## src/rtl/id_ex_operand_stage.sv

```systemverilog
// ID/EX operand stage: registered main entry plus one-entry skid buffer, with x0 forcing and
// writeback patching of operands. Optional macro ID_EX_BYPASS_EN enables capture bypass and held-entry patching.
module id_ex_operand_stage #(
  parameter int XLEN   = 32,
  parameter int CTRL_W = 16
) (
  input  logic              clk,
  input  logic              rst,
  input  logic              in_valid,
  output logic              in_ready,
  input  logic [4:0]        rs1_addr,
  input  logic [4:0]        rs2_addr,
  input  logic [XLEN-1:0]   rd1_data,
  input  logic [XLEN-1:0]   rd2_data,
  input  logic [4:0]        rd_addr,
  input  logic [XLEN-1:0]   pc_in,
  input  logic [XLEN-1:0]   imm_in,
  input  logic [CTRL_W-1:0] ctrl_in,
  input  logic              wb_we,
  input  logic [4:0]        wb_addr,
  input  logic [XLEN-1:0]   wb_data,
  input  logic              flush,
  input  logic              ex_ready,
  output logic              out_valid,
  output logic [XLEN-1:0]   out_rs1_val,
  output logic [XLEN-1:0]   out_rs2_val,
  output logic [4:0]        out_rs1_addr,
  output logic [4:0]        out_rs2_addr,
  output logic [4:0]        out_rd,
  output logic [XLEN-1:0]   out_pc,
  output logic [XLEN-1:0]   out_imm,
  output logic [CTRL_W-1:0] out_ctrl
);

  typedef enum logic [1:0] {ST_EMPTY, ST_FULL, ST_SKID} state_t;

  typedef struct packed {
    logic [XLEN-1:0]   rs1_val;
    logic [XLEN-1:0]   rs2_val;
    logic [XLEN-1:0]   pc;
    logic [XLEN-1:0]   imm;
    logic [4:0]        rs1_addr;
    logic [4:0]        rs2_addr;
    logic [4:0]        rd;
    logic [CTRL_W-1:0] ctrl;
  } entry_t;

  state_t r_state;
  entry_t r_main;
  entry_t r_skid;
  logic   r_main_vld;
  logic   r_skid_vld;
  logic   r_in_ready;

  entry_t w_in_ent;
  entry_t w_main_pat;
  entry_t w_skid_pat;
  logic   w_accept;
  logic   w_issue;

`ifdef ID_EX_BYPASS_EN
  // x0 is hard zero; otherwise a matching writeback overrides the given value.
  function automatic logic [XLEN-1:0] resolve(input logic [4:0] a, input logic [XLEN-1:0] v,
                                              input logic we, input logic [4:0] wa,
                                              input logic [XLEN-1:0] wd);
    if (a == 5'd0) return '0;
    if (we && (wa == a)) return wd;
    return v;
  endfunction
`else
  function automatic logic [XLEN-1:0] resolve_raw(input logic [4:0] a, input logic [XLEN-1:0] v);
    return (a == 5'd0) ? '0 : v;
  endfunction

  logic w_unused;
  assign w_unused = ^{wb_we, wb_addr, wb_data};
`endif

  always_comb begin
    w_in_ent          = '0;
    w_in_ent.pc       = pc_in;
    w_in_ent.imm      = imm_in;
    w_in_ent.rs1_addr = rs1_addr;
    w_in_ent.rs2_addr = rs2_addr;
    w_in_ent.rd       = rd_addr;
    w_in_ent.ctrl     = ctrl_in;
    w_main_pat        = r_main;
    w_skid_pat        = r_skid;
`ifdef ID_EX_BYPASS_EN
    w_in_ent.rs1_val   = resolve(rs1_addr, rd1_data, wb_we, wb_addr, wb_data);
    w_in_ent.rs2_val   = resolve(rs2_addr, rd2_data, wb_we, wb_addr, wb_data);
    w_main_pat.rs1_val = resolve(r_main.rs1_addr, r_main.rs1_val, wb_we, wb_addr, wb_data);
    w_main_pat.rs2_val = resolve(r_main.rs2_addr, r_main.rs2_val, wb_we, wb_addr, wb_data);
    w_skid_pat.rs1_val = resolve(r_skid.rs1_addr, r_skid.rs1_val, wb_we, wb_addr, wb_data);
    w_skid_pat.rs2_val = resolve(r_skid.rs2_addr, r_skid.rs2_val, wb_we, wb_addr, wb_data);
`else
    w_in_ent.rs1_val   = resolve_raw(rs1_addr, rd1_data);
    w_in_ent.rs2_val   = resolve_raw(rs2_addr, rd2_data);
`endif
  end

  assign w_accept = in_valid & r_in_ready;
  assign w_issue  = r_main_vld & ex_ready;

  // Held entries track writebacks every cycle; state moves only on accept/issue/flush.
  always_ff @(posedge clk) begin
    if (rst) begin
      r_state    <= ST_EMPTY;
      r_main_vld <= 1'b0;
      r_skid_vld <= 1'b0;
      r_in_ready <= 1'b1;
      r_main     <= '0;
      r_skid     <= '0;
    end else begin
      r_main <= w_main_pat;
      r_skid <= w_skid_pat;
      if (flush) begin
        r_state    <= ST_EMPTY;
        r_main_vld <= 1'b0;
        r_skid_vld <= 1'b0;
        r_in_ready <= 1'b1;
      end else begin
        case (r_state)
          ST_EMPTY: begin
            if (w_accept) begin
              r_main     <= w_in_ent;
              r_main_vld <= 1'b1;
              r_state    <= ST_FULL;
            end
          end
          ST_FULL: begin
            if (w_accept && w_issue) begin
              r_main <= w_in_ent;
            end else if (w_accept) begin
              r_skid     <= w_in_ent;
              r_skid_vld <= 1'b1;
              r_in_ready <= 1'b0;
              r_state    <= ST_SKID;
            end else if (w_issue) begin
              r_main_vld <= 1'b0;
              r_state    <= ST_EMPTY;
            end
          end
          ST_SKID: begin
            if (w_issue) begin
              r_main     <= w_skid_pat;
              r_skid_vld <= 1'b0;
              r_in_ready <= 1'b1;
              r_state    <= ST_FULL;
            end
          end
          default: begin
            r_state    <= ST_EMPTY;
            r_main_vld <= 1'b0;
            r_skid_vld <= 1'b0;
            r_in_ready <= 1'b1;
          end
        endcase
      end
    end
  end

  assign in_ready     = r_in_ready;
  assign out_valid    = r_main_vld;
  assign out_rs1_val  = r_main.rs1_val;
  assign out_rs2_val  = r_main.rs2_val;
  assign out_rs1_addr = r_main.rs1_addr;
  assign out_rs2_addr = r_main.rs2_addr;
  assign out_rd       = r_main.rd;
  assign out_pc       = r_main.pc;
  assign out_imm      = r_main.imm;
  assign out_ctrl     = r_main.ctrl;

endmodule
```

## config.mk

```make
export PLATFORM = sky130hd
export DESIGN_NAME = id_ex_operand_stage
export DESIGN_NICKNAME = d
export VERILOG_FILES = /design/src/rtl/id_ex_operand_stage.sv
export SDC_FILE = /design/constraint.sdc
export NUM_CORES = 1
export LEC_CHECK = 0
export BUFFER_PORTS_ARGS = -buffer_cell sky130_fd_sc_hd__buf_2
export CELL_PAD_IN_SITES_DETAIL_PLACEMENT = 1
export CELL_PAD_IN_SITES_GLOBAL_PLACEMENT = 2
export CORE_AREA = 2 2 210 212
export CTS_BUF_LIST = sky130_fd_sc_hd__clkbuf_4 sky130_fd_sc_hd__clkbuf_8 sky130_fd_sc_hd__clkbuf_16
export CTS_CLUSTER_SIZE = 30
export DETAILED_ROUTE_END_ITERATION = 10
export DIE_AREA = 0 0 212 214
export PLACE_DENSITY_LB_ADDON = 0.1
export SLEW_MARGIN = 20
export SYNTH_ARGS = -nofsm -noshare
export SYNTH_HDL_FRONTEND = slang
export SYNTH_SLANG_ARGS = --single-unit
```

## constraint.sdc

```tcl
create_clock -name clk -period 3.89 [get_ports clk]
set_input_delay 0 -clock clk [delete_from_list [all_inputs] [get_ports clk]]
set_output_delay 0 -clock clk [all_outputs]
set_load 0.1 [all_outputs]
```

## Yosys cells after proc, flatten, opt, wreduce, memory -nomap -nowiden

Cells that the tools add are included.
W data, S select, Z words.

- Logic and storage cells: 67
- Bits of input ports: 202
- Output and inout bits: 161
- Register bits after elaboration: 322

- Reduce and logical (&&, ||, !) cells: 11
- Muxes and demuxes: 21
- Eq/ne operators: 10
- Bitwise gates (word level): 6

Operator list:

| operator | number |
|---|---|
| $mux W159 | 3 |
| $pmux W159 S3 | 1 |
| $mux W32 | 2 |
| $ne A2 B2 Y1 const B | 7 |
| $reduce_and A4 Y1 | 3 |
| $logic_not A5 Y1 | 2 |
| $mux W2 | 5 |
| $reduce_and A5 Y1 | 2 |
| $mux W1 | 7 |
| $pmux W1 S3 | 2 |
| $pmux W2 S3 | 1 |
| $not A1 Y1 | 4 |
| $ne A3 B3 Y1 const B | 1 |
| $reduce_bool A3 Y1 | 1 |
| $and A1 B1 Y1 | 2 |
| $eq A2 B1 Y1 const B | 1 |
| $eq A2 B2 Y1 const B | 1 |
| $logic_not A2 Y1 | 1 |
| $reduce_or A2 Y1 | 1 |
| $logic_and A1 B1 Y1 | 1 |

## Longest topological paths before layout

- Depth in word-level cells: 5
- Mapped depth: 7
- Mapped depth without buffers: 4

## Least setup slack after synthesis

Ideal clock, no wire load.

- Path type: reg-to-reg
- From: reg r_in_ready, in the netlist in_ready
- To: reg r_skid[148] (netlist bit)
- Period minus slack after synthesis: 2,586 ps
- Data required time: 3,758 ps
- Arrival: 2,454 ps
- Slack: 1,304 ps
- Cell stages (with the launch flop): 8
- Cells stage by stage: dfxtp_1 nand2_1 or4b_1 buf_2 buf_6 buf_2 nand2_1 a21oi_1

- Word-level cells in the longest chain between the ends: 4

RTL lines:

| what | line | source |
|---|---|---|
| start, declared | 53 | `logic r_in_ready;` |
| start signal, assigned | 111 | `r_in_ready <= 1'b1;` |
| start signal, assigned | 121 | `r_in_ready <= 1'b1;` |
| start signal, assigned | 137 | `r_in_ready <= 1'b0;` |
| $and A1 B1 Y1 * | 102 | `assign w_accept = in_valid & r_in_ready;` |
| $logic_and A1 B1 Y1 | 132 | `if (w_accept && w_issue) begin` |
| $not A1 Y1 (no line) | n/a |  |
| $reduce_and A4 Y1 (no line) * | n/a |  |
| end signal, assigned | 116 | `r_skid <= w_skid_pat;` |
| end signal, assigned | 135 | `r_skid <= w_in_ent;` |
| end, declared | 50 | `entry_t r_skid;` |

Every way passes the cells marked *; elsewhere a longest branch is shown, timed or not.
A chain may end at the register's enable or synchronous reset.

## Worst setup path in the final report

- From: reg r_state[0]
- To: reg r_skid[12] (netlist bit)

- Word-level cells in the longest chain between the ends: 2

RTL lines:

| what | line | source |
|---|---|---|
| start, declared | 48 | `state_t r_state;` |
| start signal, assigned | 108 | `r_state <= ST_EMPTY;` |
| start signal, assigned | 118 | `r_state <= ST_EMPTY;` |
| start signal, assigned | 128 | `r_state <= ST_FULL;` |
| $eq A2 B1 Y1 | 123 | `case (r_state)` |
| $reduce_and A4 Y1 (no line) | n/a |  |

Every way passes these cells.

==> impl_metrics.tcl <==
set metrics [dict create \
    status "complete, no violations" \
    peakVddDrop_mv 0.2935 \
    reg2reg_slack_ps 760 \
    r2r-end "r_skid[12]" \
    dpl_worst_slack_ps 1226 \
    drtPass1Iterations 7 \
    dp_cells 2403 \
    crit_required_ps 4310 \
    finish.utilization_pct 42.02 \
    die_h_um 214 \
    start_kind "register" \
    finalHoldViolCount 0 \
    finalWorstSetupSlack_ps 762.8 \
    yosys.area_share.simple_pct 25.60 \
    p_leak_nw 7.220 \
    seq_area_frac_synth_pct 50.44 \
    fin_tns_setup_ps 0 \
    instances_no_fill 2675 \
    overflow 0 \
    finish.net_count 2259 \
    wl_per_cell_um 17.26 \
    root_buffer "clkbuf_16" \
    dp.final_hpwl_mm 27.23 \
    die_x_um 212 \
    grt_setup_unrepaired "false" \
    placed_area_mm2 0.01471 \
    rr_worst_depth 6 \
    die_area_mm2 0.04537 \
    cap_violations 0 \
    synth_nets 1824 \
    hold_ws_ps 258.9 \
    tightest_slew_ps 1135 \
    h-tree-depth 2 \
    grt_pass1_vias 13050 \
    vias 12871 \
    layout_common_cells "nand2_1, buf_2, dfxtp_1" \
    path_clk_slew_ps 60 \
    pwr_density_cell_mw_per_mm2 501.1 \
    critPathCaptureType "register" \
    clkLatencyLatePin_ps 540 \
    synth_top_family_by_area "simple AND/OR/NAND/NOR gates" \
    antenna_found_initial 5 \
    routed_wl_mm 46.18 \
    post_synth.cell_area_avg_um2 7.879 \
    initialDrtViolationCount 525 \
    cp.arrival_ps 3550 \
    finalSetupViolCount 0 \
    slew_headroom_pct 24.32 \
    fp-row-count 76 \
    drive_gt1_share_pct 20.61 \
    period_share_pct 80.39 \
    async_reset_ff_share_pct 0 \
    grtUsageTotal_pct 19.88 \
    cts_sinks 322 \
    synth.distinct_cells 27 \
    synthMuxAreaShare_pct 0 \
    worstPathMaxFanout 69 \
    power_mw 9.032 \
    io-pin-count 363 \
    ant_nets 0 \
    period_needed_ps 3127 \
    holdPathEnd "r_skid[71]" \
    initial_core_util_pct 29.80 \
    synth-seq-cells 322 \
    r2r-start "r_state[0]" \
    finalClockSkew_ps 9.930 \
    port_buffers 324 \
    synth_edf_count 0 \
    synthCells 1622 \
    route.detailed.drc 0 \
    clockBufferDepth 3 \
    core_mm2 0.04289 \
    gp_congestion 0.7206 \
    cts_made_buffers 39 \
    grt_max_degree 95 \
    hp-start "pc_in[8]" \
    min_path_cells 4 \
    synth_flop_cell "dfxtp_1" \
    synth_xor_area_share_pct 0.06853 \
    cts_tree "done" \
    yosysWarnings 0 \
    fmax_ghz 0.3198 \
    synth_area_mm2 0.01278 \
    maxSlewViolCount 0 \
    synth_fa_ha_area_share_pct 0 \
    finalInstanceArea_mm2 0.01802 \
    hold_class "in2reg" \
    synth_compound_area_share_pct 17.75 \
    crit_type "reg2reg" \
    vias_per_cell 4.812 \
    grt_pass1_wl_mm 72.49 \
    cts_resized 0 \
    syn_to_final_growth_pct 41.02 \
    layout_commonest_cell "nand2_1" \
]
-- synthesized netlist by cell type (2+ instances only) --
cell / count / share of area, %
nand3b_1: 2 / 0.12
nor2_1: 163 / 4.8
a21oi_1: 161 / 6.3
nand3_1: 128 / 5.0
buf_2: 36 / 1.4
buf_6: 12 / 1.1
buf_4: 18 / 1.1
nand2_1: 514 / 15
clkbuf_1: 89 / 2.6
nor3_1: 2 / 0.078
nand2b_1: 2 / 0.098
dfxtp_1: 322 / 50
a311oi_1: 159 / 11
-- sequential cells by signal (all words and copies together), names as in the netlist --
register      flops
r_skid          159
out_rs2_val      32
out_pc           32
out_rs2_addr      5
out_rd            5
out_rs1_val      32
out_valid         1
out_imm          32
r_state           2
out_ctrl         16
out_rs1_addr      5
in_ready          1
-- cells by family (layout without fill, tap and decap cells) --
logic type,Yosys count,after routing
and+or+nand+nor,816,816
AOI/OAI and AO/OA,328,328
DFF,322,322
buffers and inverters,155,619
xor gates and xnor gates,1,1
other,0,4
-- critical path: stages (launching register included) --
cell           delay, ps
dfxtp_1              470
a21boi_2             390
or4b_4               890
buf_4                420
nand2_1              110
a21oi_1               70
dlygate4sd3_1        600
-- cell type report --
type	instances	area, µm²
fillers	5170	24860
flip-flops and latches	322	6446
multi-input cells	1145	5584
diodes	4	10.01
clock buffers	65	1269
well taps	585	732.0
repair buffers	549	3929
clock inverters	5	52.55
-- report_power, final --
group          internal [mW]  leakage, nW  switching [mW]  total, mW
Combinational          0.420         3.93            1.37       1.79
Sequential              3.45         2.63          0.0745       3.52
Clock                   2.29        0.668            1.43       3.72
Total                   6.16         7.22            2.88       9.03
-- metal layers --
metal  vias to the layer above  GRT usage (%)  share of wire (%)
met5                         -              0              0.028
met4                         2          5.516                1.9
met3                        52          5.175                5.9
met2                       236          32.86                 47
met1                      6143          25.47                 45
li1                       6438              -                  -
-- how the worst max path moves through the flow --
stage                       end  slack, ps  startpoint  cells past startpoint
floorplan           r_skid[148]       1300    in_ready                      7
global placement    out_imm[14]       1280  r_state[1]                      5
detailed placement  out_imm[17]       1230  r_state[1]                      5
CTS                  r_skid[19]        740  r_state[0]                      6
global route         r_skid[19]        580  r_state[0]                      6
finish               r_skid[12]        760  r_state[0]                      6
-- repair_timing --
item | in CTS | in global routing
hold endpoints to repair | 322 | 0
hold buffers | 198 | 0
setup buffers | 0 | 0
(Power assumes the default switching activity.)
